--- src/rtl/jt1943_rom_arbiter.sv ---
// Round-robin arbiter sharing one SDRAM read port among SLOTS ROM request caches.
// Each grant issues one 32-bit word read and strobes the result back to the granted slot.
module jt1943_rom_arbiter #(
  parameter int SLOTS = 4,
  parameter int AW    = 22,
  parameter int WAITW = 6
) (
  input  logic                clk,
  input  logic                rst,
  input  logic                cen,
  input  logic [SLOTS-1:0]    slot_req,
  input  logic [SLOTS*AW-1:0] slot_addr,
  output logic [SLOTS-1:0]    slot_we,
  output logic [31:0]         data_out,
  output logic [AW-1:0]       sdram_addr,
  output logic                sdram_rd,
  input  logic                sdram_ack,
  input  logic                data_rdy,
  input  logic [31:0]         sdram_din,
  output logic                busy,
  output logic                timeout_err
);

  localparam int GW = (SLOTS > 1) ? $clog2(SLOTS) : 1;

  typedef enum logic [1:0] {
    IDLE    = 2'd0,
    ISSUE   = 2'd1,
    WAIT    = 2'd2,
    DELIVER = 2'd3
  } state_t;

  state_t            state_r;
  logic [GW-1:0]     grant_r;
  logic [GW-1:0]     last_r;
  logic [WAITW-1:0]  timer_r;
  logic [GW-1:0]     pick_s;
  logic [GW-1:0]     idx_s;
  logic              found_s;
  logic [AW-1:0]     pick_addr_s;
  logic [AW-1:0]     addr_a [SLOTS];

  // Unpack the flat slot address bus into one word per slot
  always_comb begin
    for (int i = 0; i < SLOTS; i++) begin
      addr_a[i] = slot_addr[i*AW +: AW];
    end
  end

  // Round-robin pick: first requester scanning from last+1, wrapping modulo SLOTS
  always_comb begin
    pick_s      = last_r;
    found_s     = 1'b0;
    idx_s       = {GW{1'b0}};
    pick_addr_s = {AW{1'b0}};
    for (int i = 1; i <= SLOTS; i++) begin
      idx_s = GW'((int'(last_r) + i) % SLOTS);
      if (!found_s && slot_req[idx_s]) begin
        pick_s      = idx_s;
        pick_addr_s = addr_a[idx_s];
        found_s     = 1'b1;
      end else begin
        found_s = found_s;
      end
    end
  end

  // Transaction FSM with registered SDRAM-side and data outputs
  always_ff @(posedge clk) begin
    if (rst) begin
      state_r     <= IDLE;
      sdram_rd    <= 1'b0;
      data_out    <= 32'h0000_0000;
      sdram_addr  <= {AW{1'b0}};
      timeout_err <= 1'b0;
      grant_r     <= {GW{1'b0}};
      last_r      <= GW'(SLOTS - 1);
      timer_r     <= {WAITW{1'b0}};
    end else begin
      timeout_err <= 1'b0;
      case (state_r)
        IDLE: begin
          if (found_s) begin
            grant_r    <= pick_s;
            last_r     <= pick_s;
            sdram_addr <= pick_addr_s;
            sdram_rd   <= 1'b1;
            state_r    <= ISSUE;
          end
        end
        ISSUE: begin
          // data_rdy is only meaningful once the controller has accepted the read
          if (sdram_ack) begin
            sdram_rd <= 1'b0;
            timer_r  <= {WAITW{1'b0}};
            if (data_rdy) begin
              data_out <= sdram_din;
              state_r  <= DELIVER;
            end else begin
              state_r <= WAIT;
            end
          end
        end
        WAIT: begin
          timer_r <= timer_r + WAITW'(1);
          if (data_rdy) begin
            data_out <= sdram_din;
            state_r  <= DELIVER;
          end else if (&timer_r) begin
            timeout_err <= 1'b1;
            state_r     <= IDLE;
          end
        end
        DELIVER: begin
          if (cen) begin
            state_r <= IDLE;
          end
        end
        default: state_r <= IDLE;
      endcase
    end
  end

  // Write strobe and busy decode straight from state so the strobe spans all of DELIVER
  always_comb begin
    slot_we = {SLOTS{1'b0}};
    if (state_r == DELIVER) begin
      slot_we[grant_r] = 1'b1;
    end else begin
      slot_we = {SLOTS{1'b0}};
    end
    busy = (state_r != IDLE);
  end

endmodule

--- config.mk ---
export PLATFORM = sky130hd
export DESIGN_NAME = jt1943_rom_arbiter
export DESIGN_NICKNAME = d
export VERILOG_FILES = /design/src/rtl/jt1943_rom_arbiter.sv
export SDC_FILE = /design/constraint.sdc
export NUM_CORES = 1
export LEC_CHECK = 0
export CAP_MARGIN = 20
export CELL_PAD_IN_SITES_DETAIL_PLACEMENT = 1
export CELL_PAD_IN_SITES_GLOBAL_PLACEMENT = 2
export CORE_MARGIN = 2
export CORE_UTILIZATION = 22
export CTS_CLUSTER_DIAMETER = 150
export CTS_CLUSTER_SIZE = 8
export DETAILED_ROUTE_END_ITERATION = 10
export GPL_ROUTABILITY_DRIVEN = 0
export HOLD_SLACK_MARGIN = 0.15
export PLACE_DENSITY_LB_ADDON = 0.08
export SETUP_SLACK_MARGIN = 0.4
export SLEW_MARGIN = 25
export SYNTH_ARGS = -nofsm -noshare
export SYNTH_HDL_FRONTEND = slang
export SYNTH_SLANG_ARGS = --single-unit
--- constraint.sdc ---
create_clock -name clk -period 1.85 [get_ports clk]
set_clock_uncertainty 0.2 [all_clocks]
set_input_delay 0.2775 -clock clk [delete_from_list [all_inputs] [get_ports clk]]
set_output_delay 0.2775 -clock clk [all_outputs]
set_load 0.005 [all_outputs]
==> run_results.csv <==
group,metric,value,unit
synthesis,syn_area,5072,um2
floorplan,floorplan.initialDensity,0.2240,
synthesis,syn_area_per_cell,7.828,um2
global_routing,first_global_vias,6214,
cells_and_area,drive_above_1_share,0.4133,
synthesis,yosysWarningCount,0,
detailed_routing,drcViolationCount,0,
cts,clkSlewWorstSetupHoldPaths,70,ps
critical_path,endpoint_kind,"flop",
synthesis,synthCells,648,
critical_path,critPathCapture,"sdram_addr[4]",
placement,place_hpwl,15.63,mm
critical_path,reg2reg_depth,8,
critical_path,cp_cell_sequence,"buf_6 > mux2_4 > mux2i_4 > buf_6 > clkbuf_16 > a211oi_2 > a211oi_2 > o22ai_1",
min_path,min_from,"rst",
run,cap_violations,0,
critical_path,rrSetupSlack,-180,ps
floorplan,die_y,155.8,um
sta,min_period,2030,ps
global_routing,antenna_found_initial,0,
critical_path,crit_arrival,2050,ps
outcome,status,"finished with violations",
floorplan,dieWidth,155.8,um
power_and_ir_drop,irDropWorstVdd,0.3974,mV
sta,relSlewSlack,0.6175,
power_and_ir_drop,leakagePower,4.104,nW
sta,final_max_slew_viol_count,0,
floorplan,core-area,22640,um2
cts,cts_tree,"yes",
floorplan,ioPinCount,190,
detailed_routing,drt_iter0_markers,211,
sta,period_share,1.097,
synthesis,synth_edf_count,0,
sta,rsz0062_at_grt,"true",
synthesis,synthTopCellsByArea,"dfxtp_1 27%, mux2i_1 17%, nand2_1 7.3%",
cts,cts.sinks,68,
critical_path,worst_ep_required_time,1870,ps
sta,worst_pin_slew,573.8,ps
global_routing,grt_overflow,0,
placement,io_buffer_count,189,
cts,cts_made_buffers,9,
cells_and_area,nets,1042,
min_path,hold_path_class,"input port to flop",
synthesis,synth_seq_area_share,0.2684,
detailed_routing,via_per_inst,4.990,
synthesis,netlist.area_leader.share,0.2684,
detailed_routing,finalWirelength,23.22,mm
detailed_routing,wl_per_cell,19.32,um
detailed_routing,vias,5998,
detailed_routing,ant_nets,0,
sta,setup_violations,22,
global_routing,grt_usage,0.1812,
synthesis,synth_ff_type,"dfxtp_1",
critical_path,critPathLaunchType,"flop",
placement,postPlaceCellArea,7739,um2
global_routing,grt_start_max_net_pins,66,
cells_and_area,syn_to_final_growth,91.07,%
cells_and_area,design_area,9692,um2
critical_path,cp_slowest_cell,"dfxtp_4",
synthesis,yosys.area.top_type,"dfxtp_1",
power_and_ir_drop,powerDensity,872.0,nW/um2
synthesis,yosysMostFrequentCell,"nand2_1",
critical_path,critPathKind,"flop to flop",
cts,clock-root-buffer,"clkbuf_16",
critical_path,critPathMaxFanout,7,
cells_and_area,n_antenna_cell,0,
cts,clock_latency,340,ps
sta,hold_viol_final,0,
cts,clock_path_buffers,2,
synthesis,synth_common_cells,"98 x nand2_1, 85 x mux2i_1, 68 x dfxtp_1",
power_and_ir_drop,finalPower,8.452,mW
critical_path,r2r_end,"sdram_addr[4]",
critical_path,r2r_start,"last_r[1]",
outcome,violations,"setup timing",
critical_path,crit_start,"last_r[1]",
synthesis,ys_seq_elements,68,
sta,fin_ws,-179.7,ps
synthesis,mappedNetlistNets,778,
global_routing,grt_pass1_wl,34.47,mm
floorplan,rows,55,
critical_path,slowest_delay,400,ps
cts,htree_levels,3,
synthesis,synth.distinct_cells,52,
synthesis,postSynth.asyncResetShare,0,
floorplan,dieArea,24290,um2
detailed_routing,drt_pass1_iterations,4,
sta,max_freq,0.4927,GHz
==> logic make-up (layout without fill, tap and decap cells) <==
group	count (synthesis)	count (layout)	synth area share
adders and majority gates	1	1	0.002466
AOI/OAI and AO/OA	194	194	0.2528
muxes	108	108	0.2210
xor gates and xnor gates	5	5	0.008633
DFF	68	68	0.2684
and+or+nand+nor	204	204	0.1764
buffers and inverters	68	337	0.07030
==> state kept, by name (all words and copies together) (netlist names) <==
| signal | count |
|---|---|
| timeout_err | 1 |
| sdram_addr | 22 |
| state_r | 2 |
| data_out | 32 |
| grant_r | 2 |
| timer_r | 6 |
| last_r | 2 |
| sdram_rd | 1 |
==> worst max-delay path: cells and delay by family (launching register included) <==
kind / cells / cell delay (ps)
buffers and inverters: 3 / 410
AOI/OAI and AO/OA: 3 / 370
muxes: 2 / 530
DFF: 1 / 400
==> power breakdown <==
group	leakage (nW)	internal (mW)	switching, mW	total [mW]
clock	0.132	0.956	0.765	1.72
combinational	3.40	2.57	2.24	4.82
sequential	0.575	1.72	0.197	1.91
==> metrics by stage <==
step	util	setup TNS [ps]	worst slack (ps)	hold slack (ps)	instances
6_report	0.4281	-3425	-179.7	167.6	1202
5_1_grt	0.4281	-5417	-263.7	193.6	1202
4_1_cts	0.3960	-3194	-166.7	165.3	1180
3_5_place_dp	0.3418	-15050	-577.9	250.2	1131
3_3_place_gp	0.3418	-14000	-546.2	242.5	1131
2_1_floorplan	-	0	27.65	155.7	648
==> area by class of cell <==
type | count | area, um2
fill | 2538 | 12950
inverter | 6 | 23.77
timing repair buffer | 315 | 3339
clock buffer | 10 | 239.0
multi-input combinational | 512 | 4262
sequential | 68 | 1425
clock inverter | 6 | 46.29
tap | 285 | 356.6
==> worst min-delay path by stage <==
stage                        end  cells after the start  slack, ps
floorplan            timeout_err                      1        160
CTS                   grant_r[1]                      3        170
finish                grant_r[1]                      3        170
global route          state_r[0]                      3        190
detailed placement  data_out[25]                      2        250
global placement    data_out[29]                      2        240
==> metal layers <==
| layer | routed length [um] | track usage | up-vias | share of wire |
|---|---|---|---|---|
| li1 | - | - | 2925 | - |
| met1 | 10610 | 0.2309 | 2906 | 0.46 |
| met2 | 11540 | 0.3201 | 146 | 0.50 |
| met3 | 775 | 0.02889 | 21 | 0.033 |
| met4 | 303 | 0.04238 | 0 | 0.013 |
| met5 | 0 | 0 | - | 0 |
==> repair_timing <==
action                     4_1_cts  5_1_grt
setup endpoints to repair      126       99
resized for setup              273      130
hold buffers                     0        0
setup buffers                   25       19
pin swaps                       78       36
gates cloned                     8        3
==> cells in the final DEF, fill, tap and decap left out, drive strengths merged, types with 3 or more instances in the layout <==
cell type / Yosys / layout
inv: 5 / 8
a21oi: 65 / 65
nand3: 3 / 3
o21ai: 5 / 5
clkinvlp: 0 / 3
a211oi: 41 / 41
clkdlybuf4s15: 0 / 21
clkbuf: 21 / 17
xor2: 5 / 5
mux2: 22 / 22
nor2: 59 / 59
dfxtp: 68 / 68
nor4b: 4 / 4
nand2b: 7 / 7
dlygate4sd2: 0 / 35
nor4: 4 / 4
clkdlybuf4s50: 0 / 123
o211ai: 3 / 3
nor3: 8 / 8
o22ai: 41 / 41
buf: 41 / 127
mux2i: 85 / 85
o31a: 21 / 21
nand4: 3 / 3
nand2: 98 / 98
nor2b: 6 / 6
Note: power is estimated with default switching activity, not from simulation.
